### src/rtl/pong_pkg.sv
// pong_pkg: shared state, direction and geometry
// definitions for the pong datapath blocks.
package pong_pkg;

    localparam int POS_W = 10;

    localparam int DEF_SCREEN_W    = 640;
    localparam int DEF_SCREEN_H    = 480;
    localparam int DEF_LEFT_PAD_X  = 100;
    localparam int DEF_RIGHT_PAD_X = 540;
    localparam int DEF_PAD_HALF    = 20;
    localparam int DEF_BALL_HALF   = 5;

    typedef enum logic [1:0] {
        IDLE,
        SERVE_WAIT,
        PLAY
    } state_t;

    typedef logic dir_t;

    localparam dir_t DIR_LEFT  = 1'b0;
    localparam dir_t DIR_RIGHT = 1'b1;
    localparam dir_t DIR_UP    = 1'b0;
    localparam dir_t DIR_DOWN  = 1'b1;

    // Two guard bits so edge maths never wraps.
    typedef logic signed [POS_W+1:0] spos_t;

    function automatic spos_t to_s(input logic [POS_W-1:0] v);
        return spos_t'({2'b00, v});
    endfunction

    function automatic spos_t s_abs(input spos_t v);
        return v[POS_W+1] ? -v : v;
    endfunction

endpackage

### src/rtl/ball_engine_if.sv
// ball_engine_if: paddle/serve inputs and ball
// position/event outputs of the ball engine.
interface ball_engine_if;
    import pong_pkg::*;

    logic [POS_W-1:0] left_paddle_pos;
    logic [POS_W-1:0] right_paddle_pos;
    logic             serve;
    logic [POS_W-1:0] ball_x_pos;
    logic [POS_W-1:0] ball_y_pos;
    logic             ball_active;
    logic             hit;
    logic             score_left;
    logic             score_right;

    modport master (
        output left_paddle_pos, right_paddle_pos, serve,
        input  ball_x_pos, ball_y_pos, ball_active,
        input  hit, score_left, score_right
    );

    modport slave (
        input  left_paddle_pos, right_paddle_pos, serve,
        output ball_x_pos, ball_y_pos, ball_active,
        output hit, score_left, score_right
    );

endinterface

### src/rtl/ball_engine_tick_gen.sv
// tick_gen: one-clk strobe every DIV cycles,
// first strobe DIV cycles after reset release.
module tick_gen #(
    parameter int DIV = 65536
) (
    input  logic clk,
    input  logic reset_n,
    output logic tick
);

    localparam int CW = (DIV > 2) ? $clog2(DIV) : 1;
    localparam logic [CW-1:0] LAST = CW'(DIV - 1);

    logic [CW-1:0] cnt;

    // Free-running divider that wraps at DIV-1.
    always_ff @(posedge clk or negedge reset_n) begin
        if (!reset_n) begin
            cnt <= '0;
        end else if (cnt == LAST) begin
            cnt <= '0;
        end else begin
            cnt <= cnt + CW'(1);
        end
    end

    assign tick = (cnt == LAST);

endmodule

### src/rtl/ball_engine.sv
// ball_engine: serve FSM, ball motion, wall bounce,
// paddle hits with speed-up, and miss scoring.
module ball_engine
    import pong_pkg::*;
#(
    parameter int SCREEN_W         = DEF_SCREEN_W,
    parameter int SCREEN_H         = DEF_SCREEN_H,
    parameter int LEFT_PAD_X       = DEF_LEFT_PAD_X,
    parameter int RIGHT_PAD_X      = DEF_RIGHT_PAD_X,
    parameter int PAD_HALF         = DEF_PAD_HALF,
    parameter int BALL_HALF        = DEF_BALL_HALF,
    parameter int TICK_DIV         = 65536,
    parameter int SERVE_TICKS      = 60,
    parameter int MAX_SPEED        = 4,
    parameter int HITS_PER_SPEEDUP = 4
) (
    input  logic         clk,
    input  logic         reset_n,
    ball_engine_if.slave bus
);

    localparam int SPW = $clog2(MAX_SPEED + 1);
    localparam int HCW = $clog2(HITS_PER_SPEEDUP + 1);
    localparam int SCW = $clog2(SERVE_TICKS + 1);

    localparam logic [SPW-1:0] SPD_ONE = SPW'(1);
    localparam logic [SPW-1:0] SPD_MAX = SPW'(MAX_SPEED);
    localparam logic [HCW-1:0] HC_LAST = HCW'(HITS_PER_SPEEDUP - 1);
    localparam logic [SCW-1:0] SC_LAST = SCW'(SERVE_TICKS - 1);

    localparam logic [POS_W-1:0] X_C   = POS_W'(SCREEN_W / 2);
    localparam logic [POS_W-1:0] Y_C   = POS_W'(SCREEN_H / 2);
    localparam logic [POS_W-1:0] Y_TOP = POS_W'(BALL_HALF);
    localparam logic [POS_W-1:0] Y_BOT = POS_W'(SCREEN_H - 1 - BALL_HALF);
    localparam logic [POS_W-1:0] X_RC  = POS_W'(RIGHT_PAD_X - BALL_HALF);
    localparam logic [POS_W-1:0] X_LC  = POS_W'(LEFT_PAD_X + BALL_HALF);

    localparam spos_t ZERO   = spos_t'(0);
    localparam spos_t BH     = spos_t'(BALL_HALF);
    localparam spos_t WIN    = spos_t'(PAD_HALF + BALL_HALF);
    localparam spos_t RPX    = spos_t'(RIGHT_PAD_X);
    localparam spos_t LPX    = spos_t'(LEFT_PAD_X);
    localparam spos_t X_EDGE = spos_t'(SCREEN_W - 1);
    localparam spos_t Y_EDGE = spos_t'(SCREEN_H - 1);

    logic tick;

    tick_gen #(.DIV(TICK_DIV)) u_tick (
        .clk     (clk),
        .reset_n (reset_n),
        .tick    (tick)
    );

    state_t           state, state_n;
    logic [POS_W-1:0] x, x_n, y, y_n;
    dir_t             dir_x, dir_x_n, dir_y, dir_y_n;
    logic [SPW-1:0]   speed, speed_n;
    logic [HCW-1:0]   hit_cnt, hit_cnt_n;
    logic [SCW-1:0]   serve_cnt, serve_cnt_n;
    logic             active, active_n;
    logic             hit, hit_n;
    logic             sc_l, sc_l_n, sc_r, sc_r_n;

    spos_t sx, sy, step, nx, ny;
    logic  r_hit, l_hit, out_r, out_l, top, bot;

    // Candidate move and all edge/paddle tests.
    always_comb begin
        sx    = to_s(x);
        sy    = to_s(y);
        step  = spos_t'(speed);
        nx    = (dir_x == DIR_RIGHT) ? sx + step : sx - step;
        ny    = (dir_y == DIR_DOWN) ? sy + step : sy - step;
        r_hit = (dir_x == DIR_RIGHT) && (sx + BH < RPX) &&
                (nx + BH >= RPX) &&
                (s_abs(sy - to_s(bus.right_paddle_pos)) <= WIN);
        l_hit = (dir_x == DIR_LEFT) && (sx - BH > LPX) &&
                (nx - BH <= LPX) &&
                (s_abs(sy - to_s(bus.left_paddle_pos)) <= WIN);
        out_r = (nx + BH >= X_EDGE);
        out_l = (nx - BH <= ZERO);
        top   = (ny - BH <= ZERO);
        bot   = (ny + BH >= Y_EDGE);
    end

    // Next-state: serve sequencing and play update.
    always_comb begin
        state_n     = state;
        x_n         = x;
        y_n         = y;
        dir_x_n     = dir_x;
        dir_y_n     = dir_y;
        speed_n     = speed;
        hit_cnt_n   = hit_cnt;
        serve_cnt_n = serve_cnt;
        active_n    = active;
        hit_n       = 1'b0;
        sc_l_n      = 1'b0;
        sc_r_n      = 1'b0;
        unique case (state)
            IDLE: begin
                if (bus.serve) begin
                    state_n     = SERVE_WAIT;
                    serve_cnt_n = '0;
                end
            end
            SERVE_WAIT: begin
                if (tick) begin
                    if (serve_cnt == SC_LAST) begin
                        state_n  = PLAY;
                        active_n = 1'b1;
                    end else begin
                        serve_cnt_n = serve_cnt + SCW'(1);
                    end
                end
            end
            PLAY: begin
                if (tick) begin
                    y_n = ny[POS_W-1:0];
                    if (top) begin
                        y_n     = Y_TOP;
                        dir_y_n = DIR_DOWN;
                    end else if (bot) begin
                        y_n     = Y_BOT;
                        dir_y_n = DIR_UP;
                    end
                    if (r_hit) begin
                        x_n     = X_RC;
                        dir_x_n = DIR_LEFT;
                    end else if (l_hit) begin
                        x_n     = X_LC;
                        dir_x_n = DIR_RIGHT;
                    end else if (out_r || out_l) begin
                        // Miss wins over any wall bounce.
                        state_n   = IDLE;
                        active_n  = 1'b0;
                        x_n       = X_C;
                        y_n       = Y_C;
                        dir_y_n   = dir_y;
                        speed_n   = SPD_ONE;
                        hit_cnt_n = '0;
                        sc_l_n    = out_r;
                        sc_r_n    = ~out_r;
                        dir_x_n   = out_r ? DIR_RIGHT : DIR_LEFT;
                    end else begin
                        x_n = nx[POS_W-1:0];
                    end
                    if (r_hit || l_hit) begin
                        hit_n = 1'b1;
                        if (hit_cnt == HC_LAST) begin
                            hit_cnt_n = '0;
                            if (speed != SPD_MAX) begin
                                speed_n = speed + SPW'(1);
                            end
                        end else begin
                            hit_cnt_n = hit_cnt + HCW'(1);
                        end
                    end
                end
            end
            default: state_n = IDLE;
        endcase
    end

    // Register all state and the output pulses.
    always_ff @(posedge clk or negedge reset_n) begin
        if (!reset_n) begin
            state     <= IDLE;
            x         <= X_C;
            y         <= Y_C;
            dir_x     <= DIR_RIGHT;
            dir_y     <= DIR_DOWN;
            speed     <= SPD_ONE;
            hit_cnt   <= '0;
            serve_cnt <= '0;
            active    <= 1'b0;
            hit       <= 1'b0;
            sc_l      <= 1'b0;
            sc_r      <= 1'b0;
        end else begin
            state     <= state_n;
            x         <= x_n;
            y         <= y_n;
            dir_x     <= dir_x_n;
            dir_y     <= dir_y_n;
            speed     <= speed_n;
            hit_cnt   <= hit_cnt_n;
            serve_cnt <= serve_cnt_n;
            active    <= active_n;
            hit       <= hit_n;
            sc_l      <= sc_l_n;
            sc_r      <= sc_r_n;
        end
    end

    assign bus.ball_x_pos  = x;
    assign bus.ball_y_pos  = y;
    assign bus.ball_active = active;
    assign bus.hit         = hit;
    assign bus.score_left  = sc_l;
    assign bus.score_right = sc_r;

endmodule

### src/flat_wrapper.sv
// flat-port wrapper written by rule: the top's interface ports become plain ports
module ball_engine_flat import pong_pkg::*;
#(
    parameter int SCREEN_W         = DEF_SCREEN_W,
    parameter int SCREEN_H         = DEF_SCREEN_H,
    parameter int LEFT_PAD_X       = DEF_LEFT_PAD_X,
    parameter int RIGHT_PAD_X      = DEF_RIGHT_PAD_X,
    parameter int PAD_HALF         = DEF_PAD_HALF,
    parameter int BALL_HALF        = DEF_BALL_HALF,
    parameter int TICK_DIV         = 65536,
    parameter int SERVE_TICKS      = 60,
    parameter int MAX_SPEED        = 4,
    parameter int HITS_PER_SPEEDUP = 4
)
  (clk, reset_n, bus_left_paddle_pos, bus_right_paddle_pos, bus_serve, bus_ball_x_pos, bus_ball_y_pos, bus_ball_active, bus_hit, bus_score_left, bus_score_right);
  ball_engine_if bus_i ();
  input  logic clk;
  input  logic reset_n;
  input wire logic [$bits(bus_i.left_paddle_pos)-1:0] bus_left_paddle_pos;
  input wire logic [$bits(bus_i.right_paddle_pos)-1:0] bus_right_paddle_pos;
  input wire logic [$bits(bus_i.serve)-1:0] bus_serve;
  output wire logic [$bits(bus_i.ball_x_pos)-1:0] bus_ball_x_pos;
  output wire logic [$bits(bus_i.ball_y_pos)-1:0] bus_ball_y_pos;
  output wire logic [$bits(bus_i.ball_active)-1:0] bus_ball_active;
  output wire logic [$bits(bus_i.hit)-1:0] bus_hit;
  output wire logic [$bits(bus_i.score_left)-1:0] bus_score_left;
  output wire logic [$bits(bus_i.score_right)-1:0] bus_score_right;
  assign bus_i.left_paddle_pos = bus_left_paddle_pos;
  assign bus_i.right_paddle_pos = bus_right_paddle_pos;
  assign bus_i.serve = bus_serve;
  assign bus_ball_x_pos = bus_i.ball_x_pos;
  assign bus_ball_y_pos = bus_i.ball_y_pos;
  assign bus_ball_active = bus_i.ball_active;
  assign bus_hit = bus_i.hit;
  assign bus_score_left = bus_i.score_left;
  assign bus_score_right = bus_i.score_right;
  ball_engine #(.SCREEN_W(SCREEN_W), .SCREEN_H(SCREEN_H), .LEFT_PAD_X(LEFT_PAD_X), .RIGHT_PAD_X(RIGHT_PAD_X), .PAD_HALF(PAD_HALF), .BALL_HALF(BALL_HALF), .TICK_DIV(TICK_DIV), .SERVE_TICKS(SERVE_TICKS), .MAX_SPEED(MAX_SPEED), .HITS_PER_SPEEDUP(HITS_PER_SPEEDUP)) u_core (.clk(clk), .reset_n(reset_n), .bus(bus_i));
endmodule
### config.mk
export PLATFORM = sky130hd
export DESIGN_NAME = ball_engine_flat
export DESIGN_NICKNAME = d
export VERILOG_FILES = /design/src/rtl/pong_pkg.sv /design/src/rtl/ball_engine_if.sv /design/src/rtl/ball_engine_tick_gen.sv /design/src/rtl/ball_engine.sv /design/src/flat_wrapper.sv
export SDC_FILE = /design/constraint.sdc
export NUM_CORES = 1
export LEC_CHECK = 0
export CORE_MARGIN = 3
export CORE_UTILIZATION = 50
export DETAILED_ROUTE_END_ITERATION = 12
export PLACE_DENSITY = 0.67
export SLEW_MARGIN = 10
export SYNTH_ARGS = -nofsm -noshare
export SYNTH_HDL_FRONTEND = slang
export SYNTH_SLANG_ARGS = --single-unit
### constraint.sdc
create_clock -name clk -period 4.5 [get_ports clk]
set_input_delay 0.9 -clock clk [delete_from_list [all_inputs] [get_ports clk]]
set_output_delay 0.9 -clock clk [all_outputs]
set_load 0.05 [all_outputs]
==> impl_metrics.csv <==
group,metric,value,unit
yosys,yosysTopAreaCellShare,0.205,
floorplanning,die_area,12800,sq um
setup_path,r2r-end,"u_core.bus.ball_y_pos[8]",
setup_path,startpoint_type,"input port",
routing,ant_nets,0,
clock_tree,tritoncts,"built",
yosys,async_flop_share,1.00,
routing,wl_per_cell,17.3,um
timing,setup_viol,0,
setup_path,endpoint,"u_core.speed[0]",
placement,place_congestion,0.958,
setup_path,path_cells,"clkdlybuf4s50_1 > ha_1 > inv_1 > fa_1 > a21o_1 > a21oi_2 > xnor2_2 > or4_1 > or4_1 > nand4_1 > nor4b_4 > buf_4 > nor3b_2 > nand2b_1 > o2bb2a_4",
yosys,synth.most_common_cell,"nor2_1",
timing,maxSlewViolCount,0,
clock_tree,h-tree-depth,2,
grt,grt_first_pass_wirelength,26700,um
floorplanning,fp.coreArea,11000,sq um
setup_path,crit_required,4.73,ns
setup_path,cp-startpoint,"bus_left_paddle_pos[0]",
layout,fin_area,6880,sq um
yosys,synth_cells,696,
grt,first_global_vias,5623,
setup_path,crit_fanout,5,
setup_path,crit_cells,15,
setup_path,max_stage_delay,0.55,ns
floorplanning,num_rows,38,
layout,areaGrowthSynthToFinish,20.1,%
routing,first_pass_iters,5,
run_status,status,"finished clean",
placement,port_buffers,46,
setup_path,crit_path_end_kind,"register",
placement,place_ws,-0.179,ns
grt,grt_max_degree,57,
setup_path,cpMostUsedCell,"or4_1",
timing,post-route-min-period,4.35,ns
power_and_ir_drop,peakVddDrop,0.209,mV
floorplanning,die_w,113,um
timing,hold-worst-slack,0.492,ns
timing,setup_ws,0.146,ns
setup_path,worstSetupPathType,"input port to register",
yosys,synth_edf_count,0,
yosys,synthTopCellsByCount,"nor2_1, nand2_1, dfrtp_1, o21ai_0, inv_1",
flow_run,maxCapViolCount,0,
yosys,syn_area,5730,sq um
setup_path,crit-reg2reg-launch,"u_core.speed[2]",
timing,tightest_slew,0.893,ns
setup_path,cp_top_family,"simple AND/OR/NAND/NOR gates",
clock_tree,root_buffer,"clkbuf_16",
timing,setup_tns,0,ns
yosys,avgSynthCellArea,8.23,sq um
yosys,ys.flop_type,"dfrtp_1",
timing,final.period_utilization,0.968,
layout,stdcell_count,923,
clock_tree,numCtsBuffers,5,
routing,vias_per_cell,6.12,
placement,dpl.cell_count,914,
setup_path,r2r_cells,12,
power_and_ir_drop,power.leakage,2.97,nW
layout,diodes,0,
grt,antenna_found_initial,0,
routing,drt_iter0_markers,435,
yosys,syn-num-nets,767,
power_and_ir_drop,p_per_area,184,nW/um^2
yosys,synth_area_leaders,"dfrtp_1, ha_1, nor2_1, dfstp_2, o21ai_0",
clock_tree,clkTransAtPathRegs,0.08,ns
layout,drive_above_1_share,0.137,
clock_tree,worstSkewPairLatency,0.30,ns
setup_path,arrival,4.58,ns
yosys,synth_top_area_cell,"dfrtp_1",
hold_path,min_from,"u_core.u_tick.cnt[0]",
timing,slew_headroom,0.403,
hold_path,hp-class,"register to register",
yosys,ys_seq_area_frac,0.247,
grt,grtUsageTotal,0.251,
floorplanning,start_util,0.519,
setup_path,cpMaxStageDelayCell,"or4_1",
setup_path,path_buf_inv,3,
yosys,synth-seq-cells,56,
timing,fmax,0.230,GHz
placement,place_area,6650,sq um
yosys,ys_warn_count,0,
placement,hpwl,12500,um
clock_tree,cts.sinks,56,
floorplanning,ioPinCount,47,
timing,hold_viol,0,
yosys,synth_cell_types,93,
setup_path,r2r_setup_slack,0.38,ns
grt,grt_overflow,0,
routing,drcViolationCount,0,
clock_tree,cts.path.max_buffers,2,
floorplanning,die_h,113,um
routing,dr_total_vias,5648,
layout,layout.nets,853,
routing,routed_wl,16000,um
timing,clock_skew,0.00926,ns
[flip-flops by register name (all words and copies together) (netlist names), 2 cells and up]
name	cells
u_core.bus.ball_x_pos	10
u_core.bus.ball_y_pos	10
u_core.hit_cnt	3
u_core.serve_cnt	6
u_core.speed	3
u_core.state	2
u_core.u_tick.cnt	16
[per-stage QoR]
stage                      util  power [mW]
final                     0.624        1.27
after global routing      0.624        1.33
after CTS                 0.617        1.27
after detailed placement  0.603       0.849
after global placement    0.603       0.842
after floorplan               -       0.731
[logic make-up after synthesis]
group / synth area share
and+or+nand+nor: 0.259
buffers and inverters: 0.0422
xor gates and xnor gates: 0.0487
adders and majority gates: 0.115
DFF: 0.247
AOI/OAI and AO/OA: 0.275
muxes: 0.0133
[report_power, final]
part           total [mW]  internal (mW)  switching (mW)
clock network       0.414          0.215           0.199
logic               0.340          0.153           0.187
registers           0.513          0.508         0.00536
[layer usage]
layer  vias to the layer above  share of wire  global-route usage
li1                       2767              -                   -
met1                      2687           0.45               0.329
met2                       159           0.48               0.427
met3                        35          0.048              0.0342
met4                         0          0.027              0.0841
met5                         -              0                   0
[cells in the final DEF (no fill, tap or decap), types with 7 or more instances in the layout]
| cell type | n |
|---|---|
| inv_1 | 44 |
| and3_1 | 9 |
| nor3_1 | 18 |
| o21ai_0 | 47 |
| dfstp_2 | 9 |
| nand2_1 | 54 |
| a21oi_1 | 28 |
| nor2b_1 | 14 |
| dfrtp_1 | 47 |
| buf_4 | 50 |
| nor2_1 | 66 |
| xnor2_1 | 11 |
| o211ai_1 | 7 |
| ha_1 | 42 |
| a21o_1 | 8 |
| nand2b_1 | 17 |
| nand4_1 | 14 |
| a31oi_1 | 7 |
| clkdlybuf4s50_1 | 45 |
| xor2_1 | 16 |
| a211oi_1 | 9 |
| or3_1 | 11 |
| o31ai_1 | 7 |
| nand3_1 | 21 |
| o21a_1 | 10 |
| and2_1 | 8 |
[worst min path at each step]
stage / depth (start not counted) / to / slack [ns]
after detailed placement: 1 / u_core.u_tick.cnt[0] / 0.48
after global routing: 1 / u_core.u_tick.cnt[0] / 0.52
after floorplan: 1 / u_core.u_tick.cnt[14] / 0.45
after global placement: 1 / u_core.u_tick.cnt[14] / 0.46
after CTS: 1 / u_core.u_tick.cnt[0] / 0.49
final: 1 / u_core.u_tick.cnt[0] / 0.49
[layout make-up]
type                            instances  area [sq um]
Clock buffer                            5           125
Sequential cell                        56          1410
Multi-Input combinational cell        579          4140
Tap cell                              140           175
Inverter                               44           165
Timing Repair Buffer                   96           831
Clock inverter                          3          33.8
Fill cell                             985          4150
[repair_timing]
action | 4_1_cts | 5_1_grt
hold endpoints to repair | 0 | 0
resized for setup | 0 | 13
endpoints found under the setup margin | 0 | 21
setup buffers | 0 | 1
hold buffers | 0 | 0
No activity file was read; power rests on OpenSTA's default activity.
